`src/rtl/aes_pkg.sv`:
```
// Shared AES definitions: block sizes, field polynomial,
// iterative-engine states and GF(2^8) multiply.
package aes_pkg;

  localparam int AES_BLOCK_W = 128;
  localparam int AES_BYTES   = 16;

  localparam logic [7:0] AES_POLY = 8'h1B;

  typedef enum logic [1:0] {
    IDLE,
    BUSY,
    DONE
  } iter_state_e;

  // Shift-and-add multiply, reducing by x^8+x^4+x^3+x+1
  function automatic logic [7:0] gf_mul(
    input logic [7:0] a,
    input logic [7:0] b
  );
    logic [7:0] p;
    logic [7:0] x;
    p = '0;
    x = a;
    for (int i = 0; i < 8; i++) begin
      if (b[i]) p = p ^ x;
      if (x[7]) x = {x[6:0], 1'b0} ^ AES_POLY;
      else      x = {x[6:0], 1'b0};
    end
    return p;
  endfunction

endpackage

```
`src/rtl/inv_sbox.sv`:
```
// Combinational AES inverse S-box: inverse affine
// transform followed by GF(2^8) inversion.
module inv_sbox
  import aes_pkg::*;
(
  input  logic [7:0] i_x,
  output logic [7:0] o_y
);

  logic [7:0] w_aff;
  logic [7:0] w_inv;

  // b'_i = b_(i+2) ^ b_(i+5) ^ b_(i+7) ^ c_i, c = 0x05
  assign w_aff = {i_x[1:0], i_x[7:2]}
               ^ {i_x[4:0], i_x[7:5]}
               ^ {i_x[6:0], i_x[7]}
               ^ 8'h05;

  // Inverse as a^254 = a^2*a^4*...*a^128; zero stays zero
  always_comb begin
    logic [7:0] v_sq;
    logic [7:0] v_acc;
    v_sq  = w_aff;
    v_acc = 8'h01;
    for (int k = 1; k < 8; k++) begin
      v_sq  = gf_mul(v_sq, v_sq);
      v_acc = gf_mul(v_acc, v_sq);
    end
    w_inv = v_acc;
  end

  assign o_y = w_inv;

endmodule

```
`src/rtl/inv_sub_bytes_iter.sv`:
```
// Iterative InvSubBytes: LANES bytes of the 128-bit
// state per clock, valid/ready on both sides.
module inv_sub_bytes_iter
  import aes_pkg::*;
#(
  parameter int LANES = 4
) (
  input  logic                   clk,
  input  logic                   rst_n,
  input  logic                   in_valid,
  output logic                   in_ready,
  input  logic [AES_BLOCK_W-1:0] in_data,
  output logic                   out_valid,
  input  logic                   out_ready,
  output logic [AES_BLOCK_W-1:0] out_data,
  output logic                   busy
);

  localparam int N  = AES_BYTES / LANES;
  localparam int GW = 8 * LANES;
  localparam int CW = (N > 1) ? $clog2(N) : 1;

  if (!(LANES == 1 || LANES == 2 || LANES == 4 ||
        LANES == 8 || LANES == 16)) begin : g_bad_lanes
    $error("inv_sub_bytes_iter: LANES must be 1,2,4,8,16");
  end

  iter_state_e            r_state;
  iter_state_e            w_state;
  logic [AES_BLOCK_W-1:0] r_st;
  logic [AES_BLOCK_W-1:0] w_st;
  logic [CW-1:0]          r_cnt;
  logic [GW-1:0]          w_grp;
  logic [GW-1:0]          w_sub;
  logic                   w_last;

  assign w_last = (r_cnt == CW'(N - 1));

  // Pick the byte group addressed by the counter
  always_comb begin
    w_grp = '0;
    for (int g = 0; g < N; g++) begin
      if (r_cnt == CW'(g)) w_grp = r_st[g*GW +: GW];
    end
  end

  for (genvar l = 0; l < LANES; l++) begin : g_lane
    inv_sbox u_inv_sbox (
      .i_x (w_grp[8*l +: 8]),
      .o_y (w_sub[8*l +: 8])
    );
  end

  // Write the substituted group back into its slot
  always_comb begin
    w_st = r_st;
    for (int g = 0; g < N; g++) begin
      if (r_cnt == CW'(g)) w_st[g*GW +: GW] = w_sub;
    end
  end

  // State register
  always_ff @(posedge clk or negedge rst_n) begin
    if (!rst_n) r_state <= IDLE;
    else        r_state <= w_state;
  end

  // Next-state decode
  always_comb begin
    w_state = r_state;
    unique case (r_state)
      IDLE: if (in_valid) w_state = BUSY;
      BUSY: if (w_last)   w_state = DONE;
      DONE: if (out_ready) w_state = IDLE;
      default: w_state = IDLE;
    endcase
  end

  // Working state and group counter
  always_ff @(posedge clk or negedge rst_n) begin
    if (!rst_n) begin
      r_st  <= '0;
      r_cnt <= '0;
    end else begin
      unique case (r_state)
        IDLE: begin
          if (in_valid) begin
            r_st  <= in_data;
            r_cnt <= '0;
          end
        end
        BUSY: begin
          r_st  <= w_st;
          r_cnt <= w_last ? '0 : r_cnt + 1'b1;
        end
        default: ;
      endcase
    end
  end

  assign in_ready  = (r_state == IDLE);
  assign out_valid = (r_state == DONE);
  assign busy      = (r_state == BUSY);
  assign out_data  = r_st;

endmodule

```
`config.mk`:
```
export PLATFORM = sky130hd
export DESIGN_NAME = inv_sub_bytes_iter
export DESIGN_NICKNAME = d
export VERILOG_FILES = /design/src/rtl/aes_pkg.sv /design/src/rtl/inv_sbox.sv /design/src/rtl/inv_sub_bytes_iter.sv
export SDC_FILE = /design/constraint.sdc
export NUM_CORES = 2
export LEC_CHECK = 0
export CORE_MARGIN = 10
export CORE_UTILIZATION = 40
export DETAILED_ROUTE_END_ITERATION = 10
export HOLD_SLACK_MARGIN = 0.03
export SLEW_MARGIN = 40
export SYNTH_ARGS = -nofsm -noshare
export SYNTH_HDL_FRONTEND = slang
export SYNTH_HIERARCHICAL = 1
export SYNTH_SLANG_ARGS = --single-unit
```
`constraint.sdc`:
```
create_clock -name clk -period 22.8 [get_ports clk]
set_input_delay 4.56 -clock clk [delete_from_list [all_inputs] [get_ports clk]]
set_output_delay 4.56 -clock clk [all_outputs]
set_load 0.01 [all_outputs]
```
==> flow_metrics.env <==
export IMPL_synth_ff_type="dfrtp_1"
export IMPL_route_top_layer_used="met4"
export IMPL_fin_worst_skew_ps=8.45
export IMPL_die_x_um=432
export IMPL_dieArea_um2=186000
export IMPL_path_common_cell="xnor2_1"
export IMPL_drc=0
export IMPL_drt_met1_wl_um=96800
export IMPL_r2r_start="r_cnt[0]"
export IMPL_avgSynthCellArea_um2=7.77
export IMPL_cts_sinks=132
export IMPL_syn_area_um2=67800
export IMPL_setup_violations=0
export IMPL_synth_nets=8883
export IMPL_detailed_place_hpwl_um=168000
export IMPL_run_status="finished, final reports clean"
export IMPL_yosysWarnings=6
export IMPL_r2r_end="out_data[115]"
export IMPL_num_io_pins=263
export IMPL_vias=64100
export IMPL_ys_seq_elements=132
export IMPL_gr_usage_all_layers_pct=23.2
export IMPL_yosysSeqAreaShare_pct=4.87
export IMPL_clock_path_buffers=2
export IMPL_wl_met2_um=107000
export IMPL_clk_latency_ps=480
export IMPL_slew_viol_final=0
export IMPL_area_growth_pct=9.16
export IMPL_routedWlPerCell_um=20.9
export IMPL_ff2ff_setup_slack_ps=2330
export IMPL_tightest_slew_ps=909
export IMPL_endpoint_kind="flop"
export IMPL_async_flop_share_pct=100
export IMPL_grt_max_degree=74
export IMPL_slowest_stage="xor2_2"
export IMPL_hp_class="flop to flop"
export IMPL_htreeDepth=4
export IMPL_postCtsSetupBuffers=0
export IMPL_maxCapViolCount=0
export IMPL_hp_start="out_data[40]"
export IMPL_cts_buffers=17
export IMPL_clk_pin_slew_ps=60
export IMPL_synthCells=8719
export IMPL_start_util_pct=40.4
export IMPL_cts_root_buf="clkbuf_16"
export IMPL_min_period_ps=20470
export IMPL_max_stage_delay_ps=750
export IMPL_holdPathEnd="out_data[40]"
export IMPL_ff2ff_path_depth=59
export IMPL_wl_met3_um=12000
export IMPL_grt_ovfl_total=0
export IMPL_fp_dieH_um=432
export IMPL_rsz0062_at_grt="false"
export IMPL_cp_required_ps=23200
export IMPL_nets=8839
export IMPL_grt_antenna_before_repair=8
export IMPL_dr_first_iter_drc_count=5783
export IMPL_gp_congestion=0.953
export IMPL_fin_crit_sh_pct=89.8
export IMPL_startpoint_type="flop"
export IMPL_crit_arrival_ps=20870
export IMPL_drt_pass1_iterations=6
export IMPL_hold_path_depth=2
export IMPL_place_port_buffers=262
export IMPL_via_per_inst=5.88
export IMPL_core_um2=168000
export IMPL_cts_tree="yes"
export IMPL_tns_ps=0
export IMPL_synth_edff_count=0
export IMPL_wl_um=228000
export IMPL_ctsResizeCount=0
export IMPL_layout_drive_gt1_share_pct=11.2
export IMPL_antenna_left=0
export IMPL_hold_viol=0
export IMPL_grt_pass1_wl_um=356000
export IMPL_grt_pass1_vias=60900
export IMPL_std_cell_rows=150
export IMPL_critPathKind="flop to flop"
export IMPL_n_fill_cell=16900
export IMPL_max_freq_mhz=48.8
export IMPL_hold_buffers=0
export IMPL_max_slew_margin_pct=39.4
export IMPL_ys_types=105
export IMPL_worst_path_max_fanout=20
-- worst max-delay path: cells and delay by family, from the launching register on --
kind                     cells  cell delay [ps]
multiplexers                 4             1140
adder cells (fa/ha/maj)      4             1710
AND/OR/NAND/NOR             10             2620
flip-flops                   1              450
buffers and inverters        6             1510
AO/OA/AOI/OAI               13             3450
XOR/XNOR                    22             9400
-- worst max path at each step --
| stage | startpoint | endpoint | cells past startpoint |
|---|---|---|---|
| final | r_cnt[0] | out_data[115] | 59 |
| after global placement | r_cnt[0] | out_data[115] | 55 |
| after CTS | r_cnt[0] | out_data[115] | 59 |
| after global routing | r_cnt[0] | out_data[115] | 59 |
| after floorplan | r_cnt[0] | out_data[63] | 66 |
| after detailed placement | r_cnt[0] | out_data[115] | 59 |
-- kinds of logic (layout without fill, tap and decap cells) --
family,Yosys count,in the layout,share of synthesized area [%]
adders and majority gates,40,40,0.716
AOI/OAI and AO/OA,1910,1910,19.1
muxes,424,424,6.63
xor gates and xnor gates,2432,2432,43.9
other,0,6,0
buffers and inverters,837,804,5.52
DFF,132,132,4.87
and+or+nand+nor,2944,2944,19.3
-- area by class of cell --
cell class | count | area [um^2] | area share, %
antenna | 6 | 15.0 | 0.0203
clock buffer | 22 | 474 | 0.641
clock inverter | 8 | 78.8 | 0.107
inverter | 248 | 931 | 1.26
multi-input combinational | 7750 | 61800 | 83.5
sequential | 132 | 3310 | 4.47
tap | 2204 | 2760 | 3.73
timing repair buffer | 526 | 4620 | 6.24
-- metrics by stage --
step | util, % | instances | cell area [um^2] | setup WS (ps) | hold WS (ps)
floorplan | - | 8719 | 67800 | 6940 | 508
finish | 44.1 | 10900 | 74000 | 2330 | 544
detailed placement | 43.6 | 10900 | 73200 | 2800 | 532
CTS | 44.0 | 10900 | 73800 | 2690 | 541
global route | 44.1 | 10900 | 74000 | 1290 | 562
global placement | 43.5 | 10900 | 72900 | 2580 | 525
-- sequential cells by signal, summed over array words and instances, names as in the netlist --
name / cells
out_data: 128
r_cnt: 2
r_state: 2
-- layout by cell type (no fill, tap or decap), drive strengths merged, types with 96 or more instances in the layout --
| master | netlist | routed |
|---|---|---|
| nor3 | 240 | 240 |
| and2 | 100 | 100 |
| xor3 | 96 | 96 |
| xor2 | 424 | 424 |
| nand3 | 176 | 176 |
| o22ai | 112 | 112 |
| dfrtp | 132 | 132 |
| clkdlybuf4s50 | 0 | 261 |
| inv | 240 | 240 |
| a31oi | 116 | 116 |
| mux2i | 336 | 336 |
| xnor3 | 380 | 380 |
| xnor2 | 1532 | 1532 |
| o21ai | 357 | 357 |
| nor2 | 1217 | 1217 |
| a21oi | 566 | 566 |
| nand2 | 854 | 854 |
| buf | 300 | 265 |
-- cell usage after synthesis (68+ instances only) --
master | count | area share [%]
dfrtp_1 | 132 | 4.9
mux2i_1 | 336 | 5.0
o22ai_1 | 108 | 1.0
nand2_1 | 849 | 4.7
inv_1 | 216 | 1.2
buf_2 | 190 | 1.4
nor3_1 | 236 | 1.7
o21ai_0 | 313 | 2.3
clkbuf_1 | 289 | 1.6
and2_1 | 100 | 0.92
xnor2_1 | 1408 | 18
xor3_1 | 68 | 2.4
xnor2_2 | 96 | 2.3
xnor3_1 | 320 | 11
a31oi_1 | 108 | 1.0
nand3_1 | 176 | 1.3
xor2_1 | 372 | 4.8
nor2_1 | 1193 | 6.6
a21oi_1 | 554 | 4.1
mux2_2 | 76 | 1.3
-- metal layers --
| metal | vias to the layer above | global-route usage, % |
|---|---|---|
| met4 | 0 | 11.5 |
| met5 | - | 0 |
| li1 | 30400 | - |
| met3 | 445 | 1.71 |
| met2 | 2352 | 38.5 |
| met1 | 30900 | 30.3 |
Power is left out: the tool's default activity adds up to more than one toggle a clock period on the data nets, which glitch-free logic cannot reach.
